`src/rtl/mem_stage_ctrl.sv`:
```
// MEM-stage controller: turns a load/store held in EX/MEM into one request to
// a variable-latency data memory, stalling the front of the pipe until it ends.
module mem_stage_ctrl #(
  parameter int unsigned TIMEOUT = 255
) (
  input  logic        clk_i,
  input  logic        start_i,
  input  logic        MemRead_i,
  input  logic        MemWrite_i,
  input  logic [31:0] Addr_i,
  input  logic [31:0] Wdata_i,
  input  logic        mem_ack_i,
  input  logic [31:0] mem_rdata_i,
  output logic        mem_req_o,
  output logic        mem_we_o,
  output logic [31:0] mem_addr_o,
  output logic [31:0] mem_wdata_o,
  output logic [31:0] Rdata_o,
  output logic        stall_o,
  output logic        err_o,
  output logic [1:0]  state_o
);

  // Memory handshake: mem_req_o acts as valid and stays high, with we/addr/wdata
  // frozen, until the first cycle mem_ack_i is seen high (or the wait times out);
  // mem_ack_i is only meaningful while mem_req_o is high and is ignored otherwise.

  typedef enum logic [1:0] {
    IDLE   = 2'd0,
    ACCESS = 2'd1,
    DONE   = 2'd2
  } state_t;

  localparam logic [7:0] TIMEOUT_C = 8'(TIMEOUT);

  state_t      r_state;
  logic [7:0]  r_cnt;
  logic        r_req;
  logic        r_we;
  logic [31:0] r_addr;
  logic [31:0] r_wdata;
  logic [31:0] r_rdata;
  logic        r_err;

  state_t      w_state_nxt;
  logic [7:0]  w_cnt_nxt;
  logic        w_req_nxt;
  logic        w_we_nxt;
  logic [31:0] w_addr_nxt;
  logic [31:0] w_wdata_nxt;
  logic [31:0] w_rdata_nxt;
  logic        w_err_nxt;
  logic        w_stall;
  logic        w_mem_op;
  logic        w_timeout;

  assign w_mem_op  = MemRead_i | MemWrite_i;
  assign w_timeout = ((r_cnt + 8'd1) == TIMEOUT_C);

  always_ff @(posedge clk_i or negedge start_i) begin
    if (!start_i) begin
      r_state <= IDLE;
      r_cnt   <= 8'd0;
      r_req   <= 1'b0;
      r_we    <= 1'b0;
      r_addr  <= 32'd0;
      r_wdata <= 32'd0;
      r_rdata <= 32'd0;
      r_err   <= 1'b0;
    end else begin
      r_state <= w_state_nxt;
      r_cnt   <= w_cnt_nxt;
      r_req   <= w_req_nxt;
      r_we    <= w_we_nxt;
      r_addr  <= w_addr_nxt;
      r_wdata <= w_wdata_nxt;
      r_rdata <= w_rdata_nxt;
      r_err   <= w_err_nxt;
    end
  end

  always_comb begin
    w_state_nxt = r_state;
    w_cnt_nxt   = r_cnt;
    w_req_nxt   = r_req;
    w_we_nxt    = r_we;
    w_addr_nxt  = r_addr;
    w_wdata_nxt = r_wdata;
    w_rdata_nxt = r_rdata;
    w_err_nxt   = r_err;
    w_stall     = 1'b0;
    case (r_state)
      IDLE: begin
        w_stall = w_mem_op;
        if (w_mem_op) begin
          // A simultaneous read+write request resolves to a write.
          w_addr_nxt  = Addr_i;
          w_wdata_nxt = Wdata_i;
          w_we_nxt    = MemWrite_i;
          w_req_nxt   = 1'b1;
          w_cnt_nxt   = 8'd0;
          w_state_nxt = ACCESS;
        end
      end
      ACCESS: begin
        w_stall = 1'b1;
        if (mem_ack_i) begin
          if (!r_we) begin
            w_rdata_nxt = mem_rdata_i;
          end
          w_req_nxt   = 1'b0;
          w_state_nxt = DONE;
        end else if (w_timeout) begin
          if (!r_we) begin
            w_rdata_nxt = 32'd0;
          end
          w_err_nxt   = 1'b1;
          w_req_nxt   = 1'b0;
          w_state_nxt = DONE;
        end else begin
          w_cnt_nxt = r_cnt + 8'd1;
        end
      end
      DONE: begin
        // EX/MEM still holds the finished instruction this cycle.
        w_state_nxt = IDLE;
      end
      default: begin
        w_state_nxt = IDLE;
      end
    endcase
  end

  assign mem_req_o   = r_req;
  assign mem_we_o    = r_we;
  assign mem_addr_o  = r_addr;
  assign mem_wdata_o = r_wdata;
  assign Rdata_o     = r_rdata;
  assign err_o       = r_err;
  assign stall_o     = w_stall;
  assign state_o     = r_state;

  a_req_only_in_access: assert property (
    @(posedge clk_i) disable iff (!start_i) (r_req == (r_state == ACCESS))
  );

  a_access_outputs_stable: assert property (
    @(posedge clk_i) disable iff (!start_i)
    (r_state == ACCESS) |=> ((r_state != ACCESS) ||
                             ($stable(r_addr) && $stable(r_wdata) && $stable(r_we)))
  );

endmodule
```
`config.mk`:
```
export PLATFORM = sky130hd
export DESIGN_NAME = mem_stage_ctrl
export DESIGN_NICKNAME = d
export VERILOG_FILES = /design/src/rtl/mem_stage_ctrl.sv
export SDC_FILE = /design/constraint.sdc
export NUM_CORES = 1
export LEC_CHECK = 0
export ABC_AREA = 1
export BUFFER_PORTS_ARGS = -buffer_cell sky130_fd_sc_hd__buf_2
export CORE_UTILIZATION = 50
export CTS_CLUSTER_SIZE = 20
export DETAILED_ROUTE_END_ITERATION = 16
export PLACE_DENSITY_LB_ADDON = 0.1
export SLEW_MARGIN = 20
export SYNTH_ARGS = -nofsm -noshare
export SYNTH_HDL_FRONTEND = slang
export SYNTH_SLANG_ARGS = --single-unit
```
`constraint.sdc`:
```
create_clock -name clk_i -period 5.3 [get_ports clk_i]
set_clock_uncertainty 0.2 [all_clocks]
set_input_delay 0 -clock clk_i [delete_from_list [all_inputs] [get_ports clk_i]]
set_output_delay 0 -clock clk_i [all_outputs]
set_load 0.01 [all_outputs]
```
==> impl_metrics.ini <==
[synth]
syn_inst = 374
syn_avg_cell_area_sq_um = 11.8
synth-xor-area-share = 0.00199
synth-simple-area-share = 0.163
synth_top_family_by_area = multiplexers
synth_compound_area_frac = 0.0137
synthAdderAreaFrac = 0.00569
synth_cell_types = 22
muxShareOfSynthArea = 0.164
yosysSeqAreaShare = 0.621
yosys_warnings = 0
syn-num-nets = 477
synth.ff_latch_count = 109
syn-cell-area_sq_mm = 0.00440

[routing]
drt_iter0_markers = 188
antenna_left = 0
drc = 0
avgRoutedWirePerCell_microns = 15.7
vias = 4095
vias_per_cell = 5.11
dr.pass1.iters = 4
totalWireLength_microns = 12600

[pwr]
pwr-share-comb = 0.439
power_frac_seq = 0.407
clkPwrFrac = 0.155
ir_drop_mv = 0.449
p_per_area_mw_per_mm2 = 504
power_switching_mw = 1.29
power_leakage_nw = 3.44
p_int_mw = 2.21
switching_share = 0.368

[die]
core-area_sq_mm = 0.00838
initial_core_util = 0.524
die_y_microns = 95.8
num_rows = 33
die_x_microns = 95.8
io_pins = 203
fp.dieArea_sq_mm = 0.00917

[worst_setup_path]
worstSetupEndpointType = flop
worst_path_most_repeated_cell = nand2_1
cp_slowest_cell = nand3_2
cp_data_arrival_time_ns = 2.84
crit_fanout = 32
max_stage_delay_ns = 0.52
crit_required_ns = 5.36
worst-path-buf-inv = 0
path_class = flop to flop
cp_top_family = simple AND/OR/NAND/NOR gates
crit_path_cell_trace = ha_1 > nand3_1 > o21bai_1 > nand2_1 > nor2_2 > nand2_1 > nand2_1 > nand3_2 > nand2_1 > nand2_1
worst_setup_path_start_kind = flop

[global_routing]
grt_pass1_vias = 4215
antenna_found_initial = 0
grt_max_degree = 82
grt.overflow.total = 0
grt_pass1_wl_microns = 19600
grt_use_total = 0.281

[clock_network]
clock-sinks = 109
tritoncts = yes
clk_latency_ns = 0.36
cts_resized = 0
numCtsBuffers = 9
cts_setup_buffers = 0
root_buffer = clkbuf_8
max-clock-path-buffers = 2
htreeDepth = 3
hold_buffers = 123
clkSlewWorstSetupHoldPaths_ns = 0.11

[finish]
final_cell_area_sq_mm = 0.00694
multi_input_area_sq_mm = 0.00154
num-nets-final = 795
diodes = 0
seqCellArea_sq_mm = 0.00273
drive_gt1_frac = 0.422
fillers = 490
syn_to_final_growth_pct = 57.8

[sta]
max_freq_ghz = 0.360
setup_viol = 0
rsz0062_at_grt = no
drv_slew = 0
setup_ws_ns = 2.52
fin_tns_setup_ns = 0
slew_headroom = 0.307
post-route-min-period_ns = 2.78
fin_crit_sh = 0.524
hold_viol_final = 0
tightestPinTransition_ns = 1.04

[placed_design]
port_buffers = 202
placed_area_sq_mm = 0.00548
pre_cts_ws_ns = 2.60
hpwl_microns = 7160
gp_congestion = 0.883

[outcome]
outcome = completed

[flow_run]
maxCapViolCount = 0

[hold_path]
hold_path_class = primary input to flop
[metrics by stage]
stage               utilization  power (mW)  cells  hold WS [ns]
finish                    0.828        3.49    801        0.0432
detailed placement        0.654        2.84    663        -0.263
CTS                       0.827        3.47    801      0.000802
global route              0.828        3.72    801        0.0374
global placement          0.654        2.79    663        -0.264
floorplan                     -        2.25    374        -0.496
[cell usage after synthesis]
cell type / n / share of area
nand3_2: 1 / 0.0023
nand3b_1: 1 / 0.0017
o21ai_1: 1 / 0.0011
nor2_2: 5 / 0.0071
clkbuf_1: 14 / 0.012
buf_6: 1 / 0.0026
o21bai_1: 2 / 0.0034
nor2_1: 5 / 0.0043
xnor2_1: 1 / 0.0020
ha_1: 2 / 0.0057
o21ai_4: 1 / 0.0037
nand2_2: 1 / 0.0014
nand2_1: 102 / 0.087
buf_2: 6 / 0.0068
dfrtp_1: 109 / 0.62
nand4_1: 37 / 0.053
mux2_2: 64 / 0.16
a31o_2: 1 / 0.0020
o21ai_0: 1 / 0.0011
nand3_1: 6 / 0.0068
inv_1: 11 / 0.0094
a21oi_1: 2 / 0.0023
[area by class of cell]
type / instances / area share
repair buffers: 328 / 0.329
well taps: 105 / 0.0189
clock buffers: 10 / 0.0184
clock inverters: 5 / 0.0121
flip-flops and latches: 109 / 0.393
multi-input cells: 233 / 0.223
inverters: 11 / 0.00595
[registers in the layout, indices dropped and copies added (netlist names)]
name / cells
mem_addr_o: 32
err_o: 1
mem_wdata_o: 32
Rdata_o: 32
mem_we_o: 1
state_o: 2
mem_req_o: 1
r_cnt: 8
[routing by layer]
layer	part of all wire	up-vias	track usage	wire [microns]
li1	-	1900	-	-
met1	0.39	1962	0.325	4880
met2	0.52	200	0.501	6550
met3	0.068	33	0.0577	856
met4	0.022	0	0.126	281
met5	0	-	0	0
[worst paths after layout]
check	startpoint	cells after the start	end	slack (ns)
hold reg to reg	Rdata_o[23]	2	Rdata_o[23]	0.27
setup reg to reg	r_cnt[1]	10	Rdata_o[28]	2.52
hold / removal	mem_ack_i	3	Rdata_o[0]	0.04
setup / recovery	r_cnt[1]	10	Rdata_o[28]	2.52
max in group asynchronous	start_i	4	r_cnt[5]	3.71
min in group asynchronous	start_i	4	Rdata_o[0]	0.45
[power by group through the flow]
stage	sequential, mW	combinational, mW	clock (mW)
2_1_floorplan	1.60	0.647	0
3_3_place_gp	1.40	1.39	0
3_5_place_dp	1.42	1.41	0
4_1_cts	1.41	1.51	0.550
5_1_grt	1.46	1.67	0.583
6_report	1.42	1.53	0.540
[worst register-to-register path, delay by kind of cell (launching register included)]
family	cells	cell delay, ns
AO/OA/AOI/OAI	1	0.20
adder cells (fa/ha/maj)	1	0.22
flip-flops	1	0.41
AND/OR/NAND/NOR	8	1.66
[cell families after synthesis]
logic type,Yosys count
buffers and inverters,32
adder cells (fa/ha/maj),2
AO/OA/AOI/OAI,8
AND/OR/NAND/NOR,158
flip-flops,109
multiplexers,64
XOR/XNOR,1
[cells in the final DEF (no fill, tap or decap), drive strengths merged, types with 3 or more instances in the layout]
| cell type | n |
|---|---|
| nor2 | 10 |
| mux2 | 64 |
| nand2 | 103 |
| buf | 206 |
| dfrtp | 109 |
| clkbuf | 10 |
| inv | 12 |
| nand3 | 7 |
| nand4 | 37 |
| dlygate4sd3 | 122 |
| o21ai | 3 |
(Power assumes the default switching activity.)
